===== src/rtl/dep_tracker.sv =====
// -----------------------------------------------------------------------------
// dep_tracker
//
// Dependency tracker for the issue buffer. Each accepted instruction is placed
// in the lowest free slot. Its source and destination registers are recorded
// in per-register slot tables. A dependency vector is computed against the
// instructions still in flight. A per-slot dependency matrix keeps the
// outstanding producers of every entry. When a producer completes, its column
// is cleared so that its dependents become ready.
//
// Parameters
//   REGNUM   architectural register count (RW = $clog2(REGNUM))
//   BS       buffer slots (SW = $clog2(BS))
//   NSRC     source operands per instruction (1..3)
//   DEP_MODE 0 = RAW only, 1 = RAW + WAR + WAW
//   ZERO_REG 1 = register 0 never creates or carries a dependency
//
// Ports
//   clk, rst      rising-edge clock, synchronous active-high reset
//   alloc_valid   new instruction offered this cycle
//   alloc_ready   a free slot exists
//   alloc_slot    slot the offered instruction would occupy
//   alloc_rs      source registers, operand k at [k*RW +: RW]
//   alloc_rs_en   per-operand used flags
//   alloc_rd      destination register
//   alloc_rd_en   destination used
//   cmpl_valid    completion strobe
//   cmpl_idx      completing slot
//   idt           dependency vector of the last accepted instruction
//   idt_valid     one-cycle pulse when idt was updated
//   ready_vec     valid slots with no outstanding dependency
//   count         number of occupied slots
// -----------------------------------------------------------------------------
module dep_tracker #(
    parameter int  REGNUM   = 32,
    parameter int  BS       = 16,
    parameter int  NSRC     = 2,
    parameter int  DEP_MODE = 1,
    parameter int  ZERO_REG = 1,
    localparam int RW       = $clog2(REGNUM),
    localparam int SW       = $clog2(BS)
) (
    input  logic               clk,
    input  logic               rst,
    input  logic               alloc_valid,
    output logic               alloc_ready,
    output logic [SW-1:0]      alloc_slot,
    input  logic [NSRC*RW-1:0] alloc_rs,
    input  logic [NSRC-1:0]    alloc_rs_en,
    input  logic [RW-1:0]      alloc_rd,
    input  logic               alloc_rd_en,
    input  logic               cmpl_valid,
    input  logic [SW-1:0]      cmpl_idx,
    output logic [BS-1:0]      idt,
    output logic               idt_valid,
    output logic [BS-1:0]      ready_vec,
    output logic [SW:0]        count
);

    localparam int CW = SW + 1;

    // -------------------------------------------------------------------------
    // State
    // -------------------------------------------------------------------------
    logic [BS-1:0] valid_q,     valid_d;
    logic [BS-1:0] rs_tbl_q [REGNUM];   // rs_tbl_q[r][s]: slot s reads r
    logic [BS-1:0] rs_tbl_d [REGNUM];
    logic [BS-1:0] rd_tbl_q [REGNUM];   // rd_tbl_q[r][s]: slot s writes r
    logic [BS-1:0] rd_tbl_d [REGNUM];
    logic [BS-1:0] dep_q    [BS];       // dep_q[i][j]: slot i waits on slot j
    logic [BS-1:0] dep_d    [BS];
    logic [BS-1:0] idt_q,       idt_d;
    logic          idt_valid_q, idt_valid_d;
    logic [SW:0]   count_q,     count_d;

    // -------------------------------------------------------------------------
    // Operand decode: register 0 optionally behaves as an unused operand
    // -------------------------------------------------------------------------
    logic [RW-1:0]   src_reg [NSRC];
    logic [NSRC-1:0] src_en;
    logic            dst_en;

    always_comb begin
        for (int k = 0; k < NSRC; k++) begin
            src_reg[k] = alloc_rs[k*RW +: RW];
            src_en[k]  = alloc_rs_en[k] & ~((ZERO_REG != 0) && (src_reg[k] == '0));
        end
        dst_en = alloc_rd_en & ~((ZERO_REG != 0) && (alloc_rd == '0));
    end

    // One flag per register: does the offered instruction read it?
    logic [REGNUM-1:0] src_hit;

    always_comb begin
        // NOTE: every variable assigned in a combinational block gets a default
        // first, so no path leaves it unassigned and no latch is inferred.
        src_hit = '0;
        for (int r = 0; r < REGNUM; r++) begin
            for (int k = 0; k < NSRC; k++) begin
                if (src_en[k] && (src_reg[k] == RW'(r))) begin
                    src_hit[r] = 1'b1;
                end
            end
        end
    end

    // -------------------------------------------------------------------------
    // Free-slot search: lowest index with valid = 0
    // -------------------------------------------------------------------------
    logic [SW-1:0] free_slot;

    always_comb begin
        free_slot = '0;
        for (int i = BS - 1; i >= 0; i--) begin
            if (!valid_q[i]) begin
                free_slot = SW'(i);
            end
        end
    end

    assign alloc_ready = ~&valid_q;
    assign alloc_slot  = free_slot;

    logic accept;
    logic cmpl_act;

    assign accept   = alloc_valid & alloc_ready;
    // Completing an empty slot has no effect at all.
    assign cmpl_act = cmpl_valid & valid_q[cmpl_idx];

    // -------------------------------------------------------------------------
    // Dependency vector of the offered instruction
    // -------------------------------------------------------------------------
    logic [BS-1:0] cmpl_mask;
    logic [BS-1:0] live;
    logic [BS-1:0] raw_vec;
    logic [BS-1:0] war_vec;
    logic [BS-1:0] waw_vec;
    logic [BS-1:0] dep_vec;

    always_comb begin
        // A producer completing on this same edge is excluded, so the new
        // entry never waits on a slot that is being freed right now.
        cmpl_mask = '0;
        if (cmpl_valid) begin
            cmpl_mask[cmpl_idx] = 1'b1;
        end
        live = valid_q & ~cmpl_mask;

        raw_vec = '0;
        for (int k = 0; k < NSRC; k++) begin
            if (src_en[k]) begin
                raw_vec = raw_vec | rd_tbl_q[src_reg[k]];
            end
        end
        war_vec = dst_en ? rs_tbl_q[alloc_rd] : '0;
        waw_vec = dst_en ? rd_tbl_q[alloc_rd] : '0;

        if (DEP_MODE != 0) begin
            dep_vec = (raw_vec | war_vec | waw_vec) & live;
        end else begin
            dep_vec = raw_vec & live;
        end
    end

    // -------------------------------------------------------------------------
    // Next-state logic
    // -------------------------------------------------------------------------
    always_comb begin
        // NOTE: combinational next-state logic uses blocking assignments so
        // later statements see earlier updates; the state registers below use
        // non-blocking assignments only.
        valid_d     = valid_q;
        rs_tbl_d    = rs_tbl_q;
        rd_tbl_d    = rd_tbl_q;
        dep_d       = dep_q;
        idt_d       = idt_q;
        idt_valid_d = 1'b0;
        count_d     = count_q;

        // Completion frees the slot and wipes its row and column everywhere,
        // so a later reuse of the slot starts from a clean state.
        if (cmpl_act) begin
            valid_d[cmpl_idx] = 1'b0;
            for (int r = 0; r < REGNUM; r++) begin
                rs_tbl_d[r][cmpl_idx] = 1'b0;
                rd_tbl_d[r][cmpl_idx] = 1'b0;
            end
            for (int i = 0; i < BS; i++) begin
                dep_d[i][cmpl_idx] = 1'b0;
            end
            dep_d[cmpl_idx] = '0;
        end

        // Accept and completion never touch the same slot: the free slot is
        // invalid, while an acting completion targets a valid one.
        if (accept) begin
            valid_d[free_slot] = 1'b1;
            for (int r = 0; r < REGNUM; r++) begin
                rs_tbl_d[r][free_slot] = src_hit[r];
                rd_tbl_d[r][free_slot] = dst_en && (alloc_rd == RW'(r));
            end
            dep_d[free_slot] = dep_vec;
            idt_d            = dep_vec;
            idt_valid_d      = 1'b1;
        end

        case ({accept, cmpl_act})
            2'b10:   count_d = count_q + CW'(1);
            2'b01:   count_d = count_q - CW'(1);
            default: count_d = count_q;
        endcase
    end

    // -------------------------------------------------------------------------
    // Registers
    // -------------------------------------------------------------------------
    always_ff @(posedge clk) begin
        if (rst) begin
            // NOTE: the tables are flop arrays, not RAM, and must be cleared on
            // reset; stale bits would otherwise create false dependencies.
            valid_q <= '0;
            for (int r = 0; r < REGNUM; r++) begin
                rs_tbl_q[r] <= '0;
                rd_tbl_q[r] <= '0;
            end
            for (int i = 0; i < BS; i++) begin
                dep_q[i] <= '0;
            end
            idt_q       <= '0;
            idt_valid_q <= 1'b0;
            count_q     <= '0;
        end else begin
            valid_q     <= valid_d;
            rs_tbl_q    <= rs_tbl_d;
            rd_tbl_q    <= rd_tbl_d;
            dep_q       <= dep_d;
            idt_q       <= idt_d;
            idt_valid_q <= idt_valid_d;
            count_q     <= count_d;
        end
    end

    // -------------------------------------------------------------------------
    // Outputs
    // -------------------------------------------------------------------------
    always_comb begin
        ready_vec = '0;
        for (int i = 0; i < BS; i++) begin
            ready_vec[i] = valid_q[i] & ~|dep_q[i];
        end
    end

    assign idt       = idt_q;
    assign idt_valid = idt_valid_q;
    assign count     = count_q;

endmodule

===== config.mk =====
export PLATFORM = sky130hd
export DESIGN_NAME = dep_tracker
export DESIGN_NICKNAME = d
export VERILOG_FILES = /design/src/rtl/dep_tracker.sv
export SDC_FILE = /design/constraint.sdc
export NUM_CORES = 2
export LEC_CHECK = 0
export ABC_AREA = 1
export CAP_MARGIN = 20
export CORE_ASPECT_RATIO = 0.8
export CORE_MARGIN = 2
export CORE_UTILIZATION = 40
export CTS_CLUSTER_DIAMETER = 200
export DETAILED_ROUTE_END_ITERATION = 16
export HOLD_SLACK_MARGIN = 0.02
export SYNTH_ARGS = -nofsm -noshare
export SYNTH_HDL_FRONTEND = slang
export SYNTH_SLANG_ARGS = --single-unit

===== constraint.sdc =====
create_clock -name clk -period 3.5 [get_ports clk]
set_input_delay 0.7 -clock clk [delete_from_list [all_inputs] [get_ports clk]]
set_output_delay 0.7 -clock clk [all_outputs]
set_load 0.005 [all_outputs]

[Yosys cells after proc, flatten, opt, wreduce, memory -nomap -nowiden]
Index checks and enable logic that the tools add are counted.
Storage, ports and cells
  flip-flop bits (word level): 1318
  word-level logic and storage cells: 632
Operators by class
  reductions and logical operators: 138
  equality and inequality tests: 95
  add/subtract/negate cells: 2
  order comparisons: 11
  bitwise gates (word level): 120
  mux-type cells: 182
Operators with widths (count)
  two-way mux 512 bit: 4
  bitwise AND 16 bit: 83
  bitwise mux 16 bit: 64
  two-way mux 256 bit: 2
  binary-select mux 16 bit (select 5 bit): 4
  two-way mux 16 bit: 17
  bitwise AND 256 bit: 1
  bitwise mux 256 bit: 1
  inverter 256 bit: 1
  OR reduction 16 bit: 16
  equality test 5 bit, second input constant: 48
  demux 16 bit (select 4 bit): 2
  equality test 5 x 4 -> 1 bit, second input constant: 24
  logical AND 1 bit: 100
  two-way mux 1 bit: 68
  two-way mux 4 bit: 16
  OR 16 bit: 4
  equality test 5 x 3 -> 1 bit, second input constant: 12
  inverter 16 bit: 2
  equality test 5 x 2 -> 1 bit, second input constant: 6
  bitwise AND 1 bit: 21
  greater-or-equal comparator 6 bit, second input constant: 3
  inverter 5 -> 6 bit: 3
  zero test 1 bit: 17
  other kinds (17): 29

[Longest topological paths before layout]
  word-level depth: 23
  mapped depth: 23
  mapped depth without buffers: 21

[Worst setup path after synthesis]
OpenSTA, ideal clock, no wires.
  kind: input-to-reg
  from: input cmpl_idx[0]
  to: register count_q[4], in the netlist count[4]
  path buffers: 1
  library setup time: 70 ps
  data required time: 3430 ps
  slack: 454 ps
  stages on the path: 18
  arrival: 2976 ps
  path through: nor2_1 -> inv_2 -> o22ai_1 -> o21ai_1 -> nand2_1 -> nor2_1 -> buf_4 -> nor2_1 -> ha_1 -> inv_1 -> fa_1 -> inv_1 -> a31oi_1 -> inv_1 -> o21ai_0 -> a21oi_1 -> o21ai_0 -> a21oi_1
On the way
  longest elaborated chain between the ends: 5
  elaborated cells between the ends (all ways): 7
RTL lines
  start: declaration: RTL line 53  | input logic [SW-1:0] cmpl_idx,
  binary-select mux 1 bit (select 4 bit) *: RTL line 129  | assign cmpl_act = cmpl_valid & valid_q[cmpl_idx];
  two-way mux 1 bit (implied by the code) *: RTL line 129
  bitwise AND 1 bit *: RTL line 129
  equality test 2 x 1 -> 1 bit or equality test 2 bit (tied branches): RTL line 208  | case ({accept, cmpl_act})
  one-hot mux 5 bit (2 select lines) or nonzero test 2 bit (tied branches)
  end signal: assignment: RTL line 240  | count_q <= count_d;
  end: declaration: RTL line 74  | logic [SW:0] count_q, count_d;
Mark *: on every way between the ends. The rest lies on a longest branch, timed or not. The select of a mux whose other input is x is not followed.
A chain may end at the register's enable or synchronous reset.

[Final worst setup path]
  from: input alloc_rs[9]
  to: register rs_tbl_q[8] in the netlist's numbering
On the way
  longest elaborated chain between the ends: 7
  elaborated cells between the ends (all ways): 8
RTL lines
  start: declaration: RTL line 48  | input logic [NSRC*RW-1:0] alloc_rs,
  zero test 5 bit: RTL line 86  | src_en[k] = alloc_rs_en[k] & ~((ZERO_REG != 0) && (src_reg[k] == '0));
  inverter 1 bit: RTL line 86
  bitwise AND 1 bit: RTL line 86
  logical AND 1 bit *: RTL line 100  | if (src_en[k] && (src_reg[k] == RW'(r))) begin
  two-way mux 1 bit *: RTL line 100
  bitwise mux 16 bit *: RTL line 200  | rs_tbl_d[r][free_slot] = src_hit[r];
  two-way mux 512 bit *: RTL line 197  | if (accept) begin
  end signal: assignment: RTL line 235  | rs_tbl_q <= rs_tbl_d;
  end: declaration: RTL line 66  | logic [BS-1:0] rs_tbl_q [REGNUM];
Mark *: on every way between the ends. The rest lies on a longest branch, timed or not.

==> impl_results.md <==
* Run status: finished, final reports clean
* Yosys top cell by area: dfxtp_1
* Number of enable flip-flop cells after synthesis at 0
* Maximum number of pins on one net before global-route repair at 182
* Proportion of netlist area held by the largest area contributor at 37.8%
* Detailed-route wire length at 341,000 um
* Detailed-routed wire length on met2 at 139,000 um
* Final hold slack at 0.259 ns
* Uppermost routed layer: met5
* Detailed-route DRC error count at 0
* Post-layout instance area at 83,900 um2
* Cell with the most instances after synthesis: nand2_1
* Critical Path Sink Type: register
* Number of nets in the finished design at 11,100
* Worst Path Class, Setup: in -> reg
* Unrepaired setup endpoints after global routing: false
* Most repeated library cell on the critical path: nand2_1
* Register area share after synthesis at 37.8%
* Number of CTS-inserted buffers at 146
* Standard cell with the maximum stage delay on the critical path: clkdlybuf4s50_1
* Clock input transition at the sequential cells of the worst setup and hold paths at 0.06 ns
* Global placer's final weighted congestion at 1.01
* Sort of element at the start of the critical path: input pin
* Core Region at 174,000 um2
* Buffer levels on the longest clock path at 3
* Data required, critical path at 4.26 ns
* Maximum clock frequency at 287 MHz
* Die Span X at 471 um
* Post-detailed-route count of antenna-violating nets at 0
* Number of global-route vias before repair at 71,000
* Max-Slew Margin vs Limit at 35.9%
* Ranking of synthesized cells by instance count: nand2_1 (2,825), nor2_1 (1,451), o21ai_0 (1,333), dfxtp_1 (1,318), inv_1 (939)
* Dpl hpwl at 234,000 um
* Initial cell density of the core at 40.1%
* Min-Delay Path Class: in -> reg
* Place WS at -0.609 ns
* Smallest setup slack after layout at 0.0143 ns
* Synthesized flop and latch total at 1,318
* Top Family by Delay on Critical Path: buffers and inverters
* Fraction of layout cells with a size suffix above 1 at 10.8%
* Clock Root Buffer: clkbuf_16
* Mean area per synthesized cell at 6.36 um2
* Detailed Route Iter0 Violations at 13,100
* Number of max-cap violations at 0
* Height of the chip at 377 um
* Final period utilization at 99.6%
* Area growth from synthesis to layout at 20.4%
* Cell area reported after detailed placement at 78,900 um2
* Largest stage delay on the critical path at 0.92 ns
* Placement Rows at 137
* Via total after detailed routing at 79,200
* Synth warnings at 0
* Number of levels in the clock H-tree at 4
* Peak fanout along the critical path at 10
* Number of standard cells after synthesis at 11,000
* GRT Residual Overflow at 0
* Number of nets in the synthesized netlist at 11,000
* TritonCTS clock tree: yes
* Post-DR wirelength/cell at 25.2 um
* Final-layout setup total negative slack at 0 ns
* Buffers & Inverters on Critical Path at 4
* Clk sink count at 1,318
* Final Hold Fails at 0
* Number of hold buffers added after cts at 0
* Die Footprint at 178,000 um2
* Drt pass-1 iters at 7
* Min Tclk post-route at 3.49 ns
* Series of cell instances along the critical path: clkdlybuf4s50_1 > buf_4 > buf_12 > nand2_1 > o22ai_1 > inv_1 > nand4_1 > nand2_1 > nor2_1
* Total standard cell area after synthesis at 69,700 um2
* Fraction of synthesis flops using an asynchronous set or reset pin at 0%
* Ratio of routed vias to standard cells at 5.87
* Number of distinct library cells after synthesis at 45
* Static leakage power at 36.8 nW
* Setup-violating endpoint count in the final report at 0
* Initial antenna violation count at 20
* Clk_lat worst skew at 0.83 ns
* Tightest Pin Transition at 0.961 ns
* Largest clock skew in the final design at 0.0627 ns
* Arrival @ worst endpoint at 4.24 ns
* First-pass GRT wire length at 490,000 um
* Cell area power density at 414 nW/um2
* Leading cell types by total area after synthesis: dfxtp_1 (38%), nand2_1 (15%), o21ai_0 (9.6%)
* Final slew viol count at 0
* Total of buffers placed on input and output ports at 68
* Maximum ir drop on the vdd rail at 467 uV
* Routed length on met1 at 141,000 um
* Ports placed on the boundary at 69
* Dominant synthesized flop cell: dfxtp_1
* Combined global-route utilization of all metal layers at 36.7%
* Met3 routed wirelength at 43,900 um
[repair_timing]
item	CTS	global route
gates resized for setup	25	16
endpoints found under the hold margin	0	0
pin swaps	3	5
buffers inserted	2	4
cloned	1	0
endpoints found under the setup margin	13	92
[power breakdown]
part	internal, mW	switching, mW	total [mW]	leakage, nW
clock network	8.71	7.14	15.9	2.33
registers	15.2	0.138	15.3	10.6
logic	1.15	2.41	3.56	23.8
total	25.0	9.68	34.7	36.8
[final cells by class]
| type | count | area, um2 |
|---|---|---|
| clock buffers | 216 | 4240 |
| clock inverters | 41 | 532 |
| inverters | 984 | 3720 |
| well taps | 2293 | 2870 |
| repair buffers | 890 | 9870 |
| diodes | 6 | 15.0 |
| fillers | 17400 | 89900 |
| flip-flops and latches | 1318 | 26400 |
| multi-input cells | 7741 | 36300 |
[path summary, 6_finish.rpt]
| path | from | end | slack, ns | depth (start not counted) |
|---|---|---|---|---|
| max | alloc_rs[9] | rs_tbl_q[8] | 0.01 | 9 |
| min reg2reg | dep_q[60] | dep_q[60] | 0.45 | 2 |
| max reg2reg | valid_q[4] | count[4] | 0.34 | 16 |
| min | rst | idt_valid | 0.26 | 2 |
[state kept, by name (all words and copies together) (netlist names)]
register and count:
rd_tbl_q 512, rs_tbl_q 512, dep_q 256, idt 16, valid_q 16, count 5
idt_valid 1
[layout by cell type (no fill, tap or decap), types with 22 or more instances in the layout]
| cell type | n |
|---|---|
| clkdlybuf4s50_1 | 64 |
| nand2_1 | 2812 |
| o21ai_0 | 1333 |
| a22oi_1 | 180 |
| nor2_1 | 1438 |
| clkbuf_16 | 146 |
| dfxtp_1 | 1314 |
| nand4_1 | 420 |
| inv_1 | 929 |
| nor4_1 | 29 |
| clkbuf_8 | 32 |
| clkbuf_1 | 38 |
| o22ai_1 | 177 |
| buf_12 | 241 |
| buf_4 | 581 |
| o21bai_1 | 263 |
| nand3_1 | 403 |
| a21oi_1 | 366 |
| nor3_1 | 22 |
| o21ai_1 | 127 |
| inv_2 | 39 |
[logic make-up after synthesis]
kind of cell	after synthesis	synth area share (%)
AND/OR/NAND/NOR	5255	31.2
adder cells (fa/ha/maj)	5	0.101
flip-flops	1318	37.8
buffers and inverters	1905	11.1
XOR/XNOR	2	0.0251
AO/OA/AOI/OAI	2478	19.8
[routing by layer]
metal  global-route usage, %  vias up
li1                        -    35900
met1                    51.2    37200
met2                    52.8     5144
met3                    9.80      865
met4                    16.2       10
met5                       0        -
[per-stage QoR]
step / std cells / util (%) / power [mW]
after floorplan: 11000 / - / 17.2
after global placement: 13200 / 45.4 / 19.0
after detailed placement: 13200 / 45.4 / 19.0
after CTS: 13500 / 48.2 / 34.6
after global routing: 13500 / 48.3 / 35.5
final: 13500 / 48.3 / 34.7
[worst reg2reg max path, cell delays in order, from the launching register on]
cell and delay, ns:
dfxtp_1 0.42, inv_2 0.15, nor4_4 0.42, nand2_2 0.16
inv_2 0.08, nand2_1 0.14, nand2_2 0.23, ha_1 0.33
inv_1 0.09, fa_1 0.39, inv_1 0.08, a31oi_1 0.08
inv_1 0.08, o21ai_0 0.07, a21oi_1 0.16, o21ai_0 0.09
a21oi_1 0.14
No activity file was read; power rests on OpenSTA's default activity.
